### src/rtl/serial_pkg.sv
`default_nettype none
// ============================================================================
// Module      : serial_pkg
// Description : Shared definitions for the serial byte link (receiver and
//               transmitter): receiver state encoding, line levels and the
//               default data width.
// Revision    : 1.0 - initial release
// ============================================================================
package serial_pkg;

    // Receiver FSM states, explicit 2-bit encoding.
    typedef enum logic [1:0] {
        IDLE   = 2'd0,
        DATA   = 2'd1,
        PARITY = 2'd2,
        STOP   = 2'd3
    } rx_state_t;

    localparam logic START_BIT  = 1'b0;
    localparam logic STOP_BIT   = 1'b1;
    localparam logic IDLE_LEVEL = 1'b1;

    localparam int SER_DATA_W = 8;

endpackage : serial_pkg
`default_nettype wire

### src/rtl/serial_frame_receiver_if.sv
`default_nettype none
// ============================================================================
// Module      : serial_frame_receiver_if
// Description : Bundle of the receiver's line input and parallel outputs.
//               master : line driver / consumer side (drives serial_in)
//               slave  : receiver side (drives data_out, data_valid,
//                        frame_err, busy)
// Ports       : serial_in, data_out[DATA_W], data_valid, frame_err, busy
// Revision    : 1.0 - initial release
// ============================================================================
interface serial_frame_receiver_if
    import serial_pkg::*;
#(
    parameter int DATA_W = SER_DATA_W
) ();

    logic              serial_in;
    logic [DATA_W-1:0] data_out;
    logic              data_valid;
    logic              frame_err;
    logic              busy;

    modport master (
        output serial_in,
        input  data_out,
        input  data_valid,
        input  frame_err,
        input  busy
    );

    modport slave (
        input  serial_in,
        output data_out,
        output data_valid,
        output frame_err,
        output busy
    );

endinterface : serial_frame_receiver_if
`default_nettype wire

### src/rtl/sipo_shift_reg.sv
`default_nettype none
// ============================================================================
// Module      : sipo_shift_reg
// Description : Serial-in / parallel-out shift register, MSB first. When
//               shift_en_i is high the register shifts left and serial_in_i
//               enters at bit 0, so after DATA_W shifts the first bit received
//               sits in the MSB.
// Ports       : clk, reset (async, active-high), shift_en_i, serial_in_i,
//               q_o[DATA_W]
// Revision    : 1.0 - initial release
// ============================================================================
module sipo_shift_reg #(
    parameter int DATA_W = 8
) (
    input  wire logic              clk,
    input  wire logic              reset,
    input  wire logic              shift_en_i,
    input  wire logic              serial_in_i,
    output      logic [DATA_W-1:0] q_o
);

    logic [DATA_W-1:0] shreg_q;
    logic [DATA_W-1:0] shreg_d;

    always_comb begin
        shreg_d = shreg_q;
        if (shift_en_i) begin
            shreg_d = {shreg_q[DATA_W-2:0], serial_in_i};
        end
    end

    always_ff @(posedge clk or posedge reset) begin
        if (reset) begin
            shreg_q <= '0;
        end else begin
            shreg_q <= shreg_d;
        end
    end

    assign q_o = shreg_q;

endmodule : sipo_shift_reg
`default_nettype wire

### src/rtl/serial_frame_receiver.sv
`default_nettype none
// ============================================================================
// Module      : serial_frame_receiver
// Description : Receive end of the serial byte link. Samples serial_in once
//               per clk rising edge, detects the start bit, shifts in DATA_W
//               data bits MSB first, checks the stop bit and presents the word
//               on data_out with a one-cycle data_valid strobe; a bad stop bit
//               gives a one-cycle frame_err strobe instead.
//               Line frame: idle=1, start=0, DATA_W data bits, [parity], stop=1.
// Config      : define SERIAL_RX_PARITY_EN to add an odd-parity bit between
//               the data bits and the stop bit.
// Ports       : clk, reset (async, active-high),
//               bus (serial_frame_receiver_if.slave): serial_in, data_out,
//               data_valid, frame_err, busy
// Revision    : 1.0 - initial release
// ============================================================================
module serial_frame_receiver
    import serial_pkg::*;
#(
    parameter int DATA_W = SER_DATA_W
) (
    input wire logic                clk,
    input wire logic                reset,
    serial_frame_receiver_if.slave  bus
);

    localparam int                CNT_W      = $clog2(DATA_W + 1);
    localparam logic [CNT_W-1:0]  c_cnt_last = CNT_W'(DATA_W - 1);

    rx_state_t         state_q, state_d;
    logic [CNT_W-1:0]  bit_cnt_q, bit_cnt_d;
    logic [DATA_W-1:0] data_out_q, data_out_d;
    logic              data_valid_q, data_valid_d;
    logic              frame_err_q, frame_err_d;
    logic [DATA_W-1:0] w_shreg;
    logic              w_shift_en;
    logic              w_parity_ok;
    rx_state_t         w_after_data;

    // ------------------------------------------------------------------
    // Data shift register: shifts exactly once per data-bit cycle.
    // ------------------------------------------------------------------
    assign w_shift_en = (state_q == DATA);

    sipo_shift_reg #(
        .DATA_W (DATA_W)
    ) u_sipo (
        .clk         (clk),
        .reset       (reset),
        .shift_en_i  (w_shift_en),
        .serial_in_i (bus.serial_in),
        .q_o         (w_shreg)
    );

    // ------------------------------------------------------------------
    // Optional odd-parity accumulator. It starts at 0 in IDLE and XORs in
    // every data bit plus the parity bit, so a correct frame leaves it at 1
    // by the time the stop bit is sampled.
    // ------------------------------------------------------------------
`ifdef SERIAL_RX_PARITY_EN
    logic parity_q, parity_d;

    always_comb begin
        parity_d = parity_q;
        case (state_q)
            IDLE:         parity_d = 1'b0;
            DATA, PARITY: parity_d = parity_q ^ bus.serial_in;
            default:      parity_d = parity_q;
        endcase
    end

    always_ff @(posedge clk or posedge reset) begin
        if (reset) begin
            parity_q <= 1'b0;
        end else begin
            parity_q <= parity_d;
        end
    end

    assign w_parity_ok  = parity_q;
    assign w_after_data = PARITY;
`else
    assign w_parity_ok  = 1'b1;
    assign w_after_data = STOP;
`endif

    // ------------------------------------------------------------------
    // FSM: state register
    // ------------------------------------------------------------------
    always_ff @(posedge clk or posedge reset) begin
        if (reset) begin
            state_q <= IDLE;
        end else begin
            state_q <= state_d;
        end
    end

    // ------------------------------------------------------------------
    // FSM: next-state logic. A 0 seen in STOP is a framing error, not a
    // new start bit; the start is only recognised from IDLE.
    // ------------------------------------------------------------------
    always_comb begin
        state_d = state_q;
        case (state_q)
            IDLE:    if (bus.serial_in == START_BIT) state_d = DATA;
            DATA:    if (bit_cnt_q == c_cnt_last)    state_d = w_after_data;
            PARITY:  state_d = STOP;
            STOP:    state_d = IDLE;
            default: state_d = IDLE;
        endcase
    end

    // ------------------------------------------------------------------
    // FSM: outputs and datapath next values. The strobes are registered so
    // they appear in the cycle after the stop-bit edge.
    // ------------------------------------------------------------------
    always_comb begin
        bit_cnt_d    = bit_cnt_q;
        data_out_d   = data_out_q;
        data_valid_d = 1'b0;
        frame_err_d  = 1'b0;
        case (state_q)
            IDLE: bit_cnt_d = '0;
            DATA: bit_cnt_d = bit_cnt_q + CNT_W'(1);
            STOP: begin
                if ((bus.serial_in == STOP_BIT) && w_parity_ok) begin
                    data_out_d   = w_shreg;
                    data_valid_d = 1'b1;
                end else begin
                    frame_err_d  = 1'b1;
                end
            end
            default: bit_cnt_d = bit_cnt_q;
        endcase
    end

    always_ff @(posedge clk or posedge reset) begin
        if (reset) begin
            bit_cnt_q    <= '0;
            data_out_q   <= '0;
            data_valid_q <= 1'b0;
            frame_err_q  <= 1'b0;
        end else begin
            bit_cnt_q    <= bit_cnt_d;
            data_out_q   <= data_out_d;
            data_valid_q <= data_valid_d;
            frame_err_q  <= frame_err_d;
        end
    end

    assign bus.data_out   = data_out_q;
    assign bus.data_valid = data_valid_q;
    assign bus.frame_err  = frame_err_q;
    assign bus.busy       = (state_q != IDLE);

endmodule : serial_frame_receiver
`default_nettype wire

### src/flat_wrapper.sv
// flat-port wrapper written by rule: the top's interface ports become plain ports
module serial_frame_receiver_flat import serial_pkg::*;
#(
    parameter int DATA_W = SER_DATA_W
)
  (clk, reset, bus_serial_in, bus_data_out, bus_data_valid, bus_frame_err, bus_busy);
  serial_frame_receiver_if #(.DATA_W(DATA_W)) bus_i ();
  input wire logic clk;
  input wire logic reset;
  input wire logic [$bits(bus_i.serial_in)-1:0] bus_serial_in;
  output wire logic [$bits(bus_i.data_out)-1:0] bus_data_out;
  output wire logic [$bits(bus_i.data_valid)-1:0] bus_data_valid;
  output wire logic [$bits(bus_i.frame_err)-1:0] bus_frame_err;
  output wire logic [$bits(bus_i.busy)-1:0] bus_busy;
  assign bus_i.serial_in = bus_serial_in;
  assign bus_data_out = bus_i.data_out;
  assign bus_data_valid = bus_i.data_valid;
  assign bus_frame_err = bus_i.frame_err;
  assign bus_busy = bus_i.busy;
  serial_frame_receiver #(.DATA_W(DATA_W)) u_core (.clk(clk), .reset(reset), .bus(bus_i));
endmodule
### config.mk
export PLATFORM = sky130hd
export DESIGN_NAME = serial_frame_receiver_flat
export DESIGN_NICKNAME = d
export VERILOG_FILES = /design/src/rtl/serial_pkg.sv /design/src/rtl/serial_frame_receiver_if.sv /design/src/rtl/sipo_shift_reg.sv /design/src/rtl/serial_frame_receiver.sv /design/src/flat_wrapper.sv
export SDC_FILE = /design/constraint.sdc
export NUM_CORES = 1
export LEC_CHECK = 0
export BUFFER_PORTS_ARGS = -buffer_cell sky130_fd_sc_hd__buf_2
export CORE_MARGIN = 10
export CORE_UTILIZATION = 50
export CTS_BUF_LIST = sky130_fd_sc_hd__clkbuf_4 sky130_fd_sc_hd__clkbuf_8
export DETAILED_ROUTE_END_ITERATION = 12
export HOLD_SLACK_MARGIN = 0.12
export PLACE_DENSITY = 0.71
export SKIP_CTS_REPAIR_TIMING = 1
export SLEW_MARGIN = 20
export SYNTH_ARGS = -nofsm -noshare
export SYNTH_HDL_FRONTEND = slang
export SYNTH_SLANG_ARGS = --single-unit
### constraint.sdc
create_clock -name clk -period 1.65 [get_ports clk]
set_input_delay 0.165 -clock clk [delete_from_list [all_inputs] [get_ports clk]]
set_output_delay 0.165 -clock clk [all_outputs]
set_load 0.02 [all_outputs]
==> impl.org <==
** STA
- Setup total negative slack on the finished layout was measured at 0 ps.
- The routed design could run at a clock period as short as 1452 ps.
- The worst path uses 88.00% of the clock period.
- Largest clock skew in the final design :: 3.502 ps
- Hold violation total from the final report :: 0
- RSZ-0062 raised after global routing :: no
- The max-slew violation total from the final report was 0.
- Derived from the worst setup path, the maximum achievable clock frequency is 688.7 MHz.
- Headroom to the max-slew limit came out at 75.21%.
- Actual slew at the worst max-slew pin :: 371.4 ps
- Setup violations remaining at the end of the flow were counted as 0.

** Pwr
- Dividing total power by cell area gives a power density of 2152 mW/mm^2.
- The design draws 2539 uW.
- The analysis attributes to cell leakage a power of 0.0005753 uW.
- Worst supply voltage drop on vdd :: 1255 uV

** Logic synthesis
- The cell area that synthesis handed to floorplanning was 0.001002 sq mm.
- Predominant post-synthesis flop cell :: sky130_fd_sc_hd__dfrtp_1
- Post-synthesis net count :: 77
- Most common library cells after synthesis :: 24 x sky130_fd_sc_hd__dfrtp_1, 16 x sky130_fd_sc_hd__mux2_2, 5 x sky130_fd_sc_hd__inv_1
- After technology mapping, the gate count stands at 70.
- In the post-synthesis netlist, the biggest area contributors are sky130_fd_sc_hd__dfrtp_1 60%, sky130_fd_sc_hd__mux2_2 18%, sky130_fd_sc_hd__ha_1 5.0%.
- The most common cell in the synthesized netlist is sky130_fd_sc_hd__dfrtp_1.
- For this run, the number of Yosys warnings is 0.
- The average instance in the mapped netlist occupies 14.32 sq um.
- Number of enable flip-flop cells after synthesis :: 0
- Portion of the post-synthesis area used by sequential elements :: 59.93%
- Counting distinct cell types in the post-synthesis netlist gives 21.
- Summed over its instances, the top area cell type makes up 59.93% of the synthesized netlist area.
- Flops & latches, synth :: 24
- In the synthesized netlist the async set-or-reset flop fraction comes to 100.0%.
- The synthesized design spends more area on one cell type than any other, namely sky130_fd_sc_hd__dfrtp_1.

** Job
- Count of maximum capacitance violations :: 0

** Routing
- After detailed routing, the number of vias per cell comes to 4.872.
- The detailed router finished its first iteration with 12 violations.
- Final wirelength :: 1643 microns
- Number of antenna-violating nets in the routed design :: 0
- The first TritonRoute pass finished after 2 iterations.
- Dividing the detail-routed wire length by the instance count gives 14.04 microns.
- Across all layers, the routed design uses 570 vias.
- DRC violations left :: 0

** Placed design
- Dpl hpwl :: 1229 microns
- Number of buffer cells added on primary ports :: 13
- Final weighted congestion in routability-driven placement :: 0.6731

** Clock tree
- Clock latency on the worst-skew pair, taken at its later pin, is 310 ps.
- Number of levels in the clock H-tree :: 1
- Clock slew at the register clock pins of the worst setup and hold paths :: 130 ps
- TritonCTS built the clock tree.
- Buffers inserted during clock tree synthesis total 3.
- Maximum buffer depth of the clock tree :: 2
- Clock root buffer :: sky130_fd_sc_hd__clkbuf_4
- CTS saw 24 sinks.

** Worst setup path
- Setup crit end kind :: output pin
- Data on the critical path arrives at its endpoint at 1290 ps.
- For the worst setup path, the data required time is 1480 ps.
- Worst Path Max Fanout :: 5
- The critical path is of the reg -> out type.
- Sort of element at the start of the critical path :: flop

** Finish
- Signed area change from the synthesized netlist to the final layout :: 17.73%
- Net count, final :: 98
- After filler insertion, the fill cell instance count of the layout stands at 180.
- Total inserted antenna cells :: 0
- Fraction of layout instances using a drive strength above 1 :: 42.22%

** Floorplan
- Horiz. Die Dim :: 64.77 microns
- From bottom edge to top edge, the die measures 64.77 microns.
- For this configuration, the core starts out at a cell density of 51.61%.
- Number of cell rows :: 16
- Core area :: 0.001942 sq mm
- The floorplan step defined a die boundary enclosing 0.004195 sq mm.
- During I/O placement, the number of pins put on the boundary was 14.

** Global route
- Vias in the first global route :: 661
- The first global-routing pass estimated 2932 microns of wire.
- Total gr overflow :: 0
- Pin count of the biggest net entering global routing :: 16
- Total track usage :: 8.882%
- Initial antenna violation count :: 0

** Outcome
- Result of the run :: complete, no violations

** Hold path
- The path class of the tightest hold or removal check is in -> async.
metal layers:
| metal | GRT usage [%] | up-vias | wire length [microns] |
|---|---|---|---|
| met5 | 0 | - | 0 |
| met4 | 5.882 | 0 | 54 |
| met3 | 2.921 | 6 | 89 |
| met2 | 14.29 | 13 | 829 |
| met1 | 9.816 | 279 | 669 |
| li1 | - | 272 | - |
per-stage QoR:
| step | std cells | util, % | hold slack (ps) | worst slack (ps) | instance area [sq um] |
|---|---|---|---|---|---|
| detailed placement | 111 | 57.02 | 150.9 | 266.6 | 1107 |
| global placement | 111 | 57.02 | 146.8 | 312.6 | 1107 |
| CTS | 115 | 59.73 | -205.6 | 180.4 | 1160 |
| global route | 117 | 60.76 | 351.4 | 74.25 | 1180 |
| floorplan | 70 | - | 179.6 | 302.3 | 1002 |
| finish | 117 | 60.76 | 333.8 | 198.0 | 1180 |
worst max-delay path, cell delays in order (launching register included):
cell and delay [ps]:
sky130_fd_sc_hd__dfrtp_1 420, sky130_fd_sc_hd__inv_1 80, sky130_fd_sc_hd__ha_1 240, sky130_fd_sc_hd__inv_1 80, sky130_fd_sc_hd__buf_2 160
registers in the layout, indices dropped and copies added (netlist names):
name                   cells
u_core.bus.frame_err       1
u_core.u_sipo.q_o          8
u_core.state_q             2
u_core.bus.data_out        8
u_core.bus.data_valid      1
u_core.bit_cnt_q           4
report_power, final:
| part | switching, uW | total [uW] | internal (uW) |
|---|---|---|---|
| logic | 525 | 1070 | 541 |
| clock network | 170 | 416 | 246 |
| registers | 177 | 1060 | 880 |
| total | 872 | 2540 | 1670 |
final cells by class:
| cell class | count | area, sq um | share of cell area [%] |
|---|---|---|---|
| Timing Repair Buffer | 18 | 107.6 | 9.120 |
| Inverter | 5 | 18.77 | 1.591 |
| Sequential cell | 24 | 600.6 | 50.90 |
| Clock inverter | 1 | 30.03 | 2.545 |
| Clock buffer | 3 | 22.52 | 1.909 |
| Tap cell | 27 | 33.78 | 2.863 |
| Multi-Input combinational cell | 39 | 366.6 | 31.07 |
kinds of logic after synthesis:
| kind of cell | share of synthesized area [%] |
|---|---|
| buf+inv | 3.495 |
| xor+xnor | 1.748 |
| flops | 59.93 |
| simple gates | 5.744 |
| fa+ha+maj | 4.994 |
| compound gates | 2.996 |
| mux | 21.10 |
final timing paths:
check	start	end	slack (ps)	depth (start not counted)
worst max register to register	u_core.state_q[0]	u_core.state_q[1]	250	4
worst max-delay path	u_core.state_q[0]	bus_busy	200	4
min in group clk	u_core.bus.data_out[6]	u_core.bus.data_out[6]	510	1
max in group asynchronous	reset	u_core.u_sipo.q_o[0]	790	4
worst min-delay path	reset	u_core.bus.data_out[6]	330	3
worst min register to register	u_core.bus.data_out[6]	u_core.bus.data_out[6]	510	1
cells in the final DEF, fill, tap and decap left out, drive strengths merged:
cell / count
nor2b: 1
a21o: 1
o21ai: 2
nand3b: 1
dlygate4sd3: 2
ha: 4
clkbuf: 3
nand3: 1
nor3b: 1
bufinv: 1
dfrtp: 24
nand2: 4
or2b: 1
mux2i: 2
inv: 5
buf: 16
nand2b: 1
mux2: 17
xor2: 1
xnor2: 1
a22oi: 1
Power figures use the tool's default switching activity.
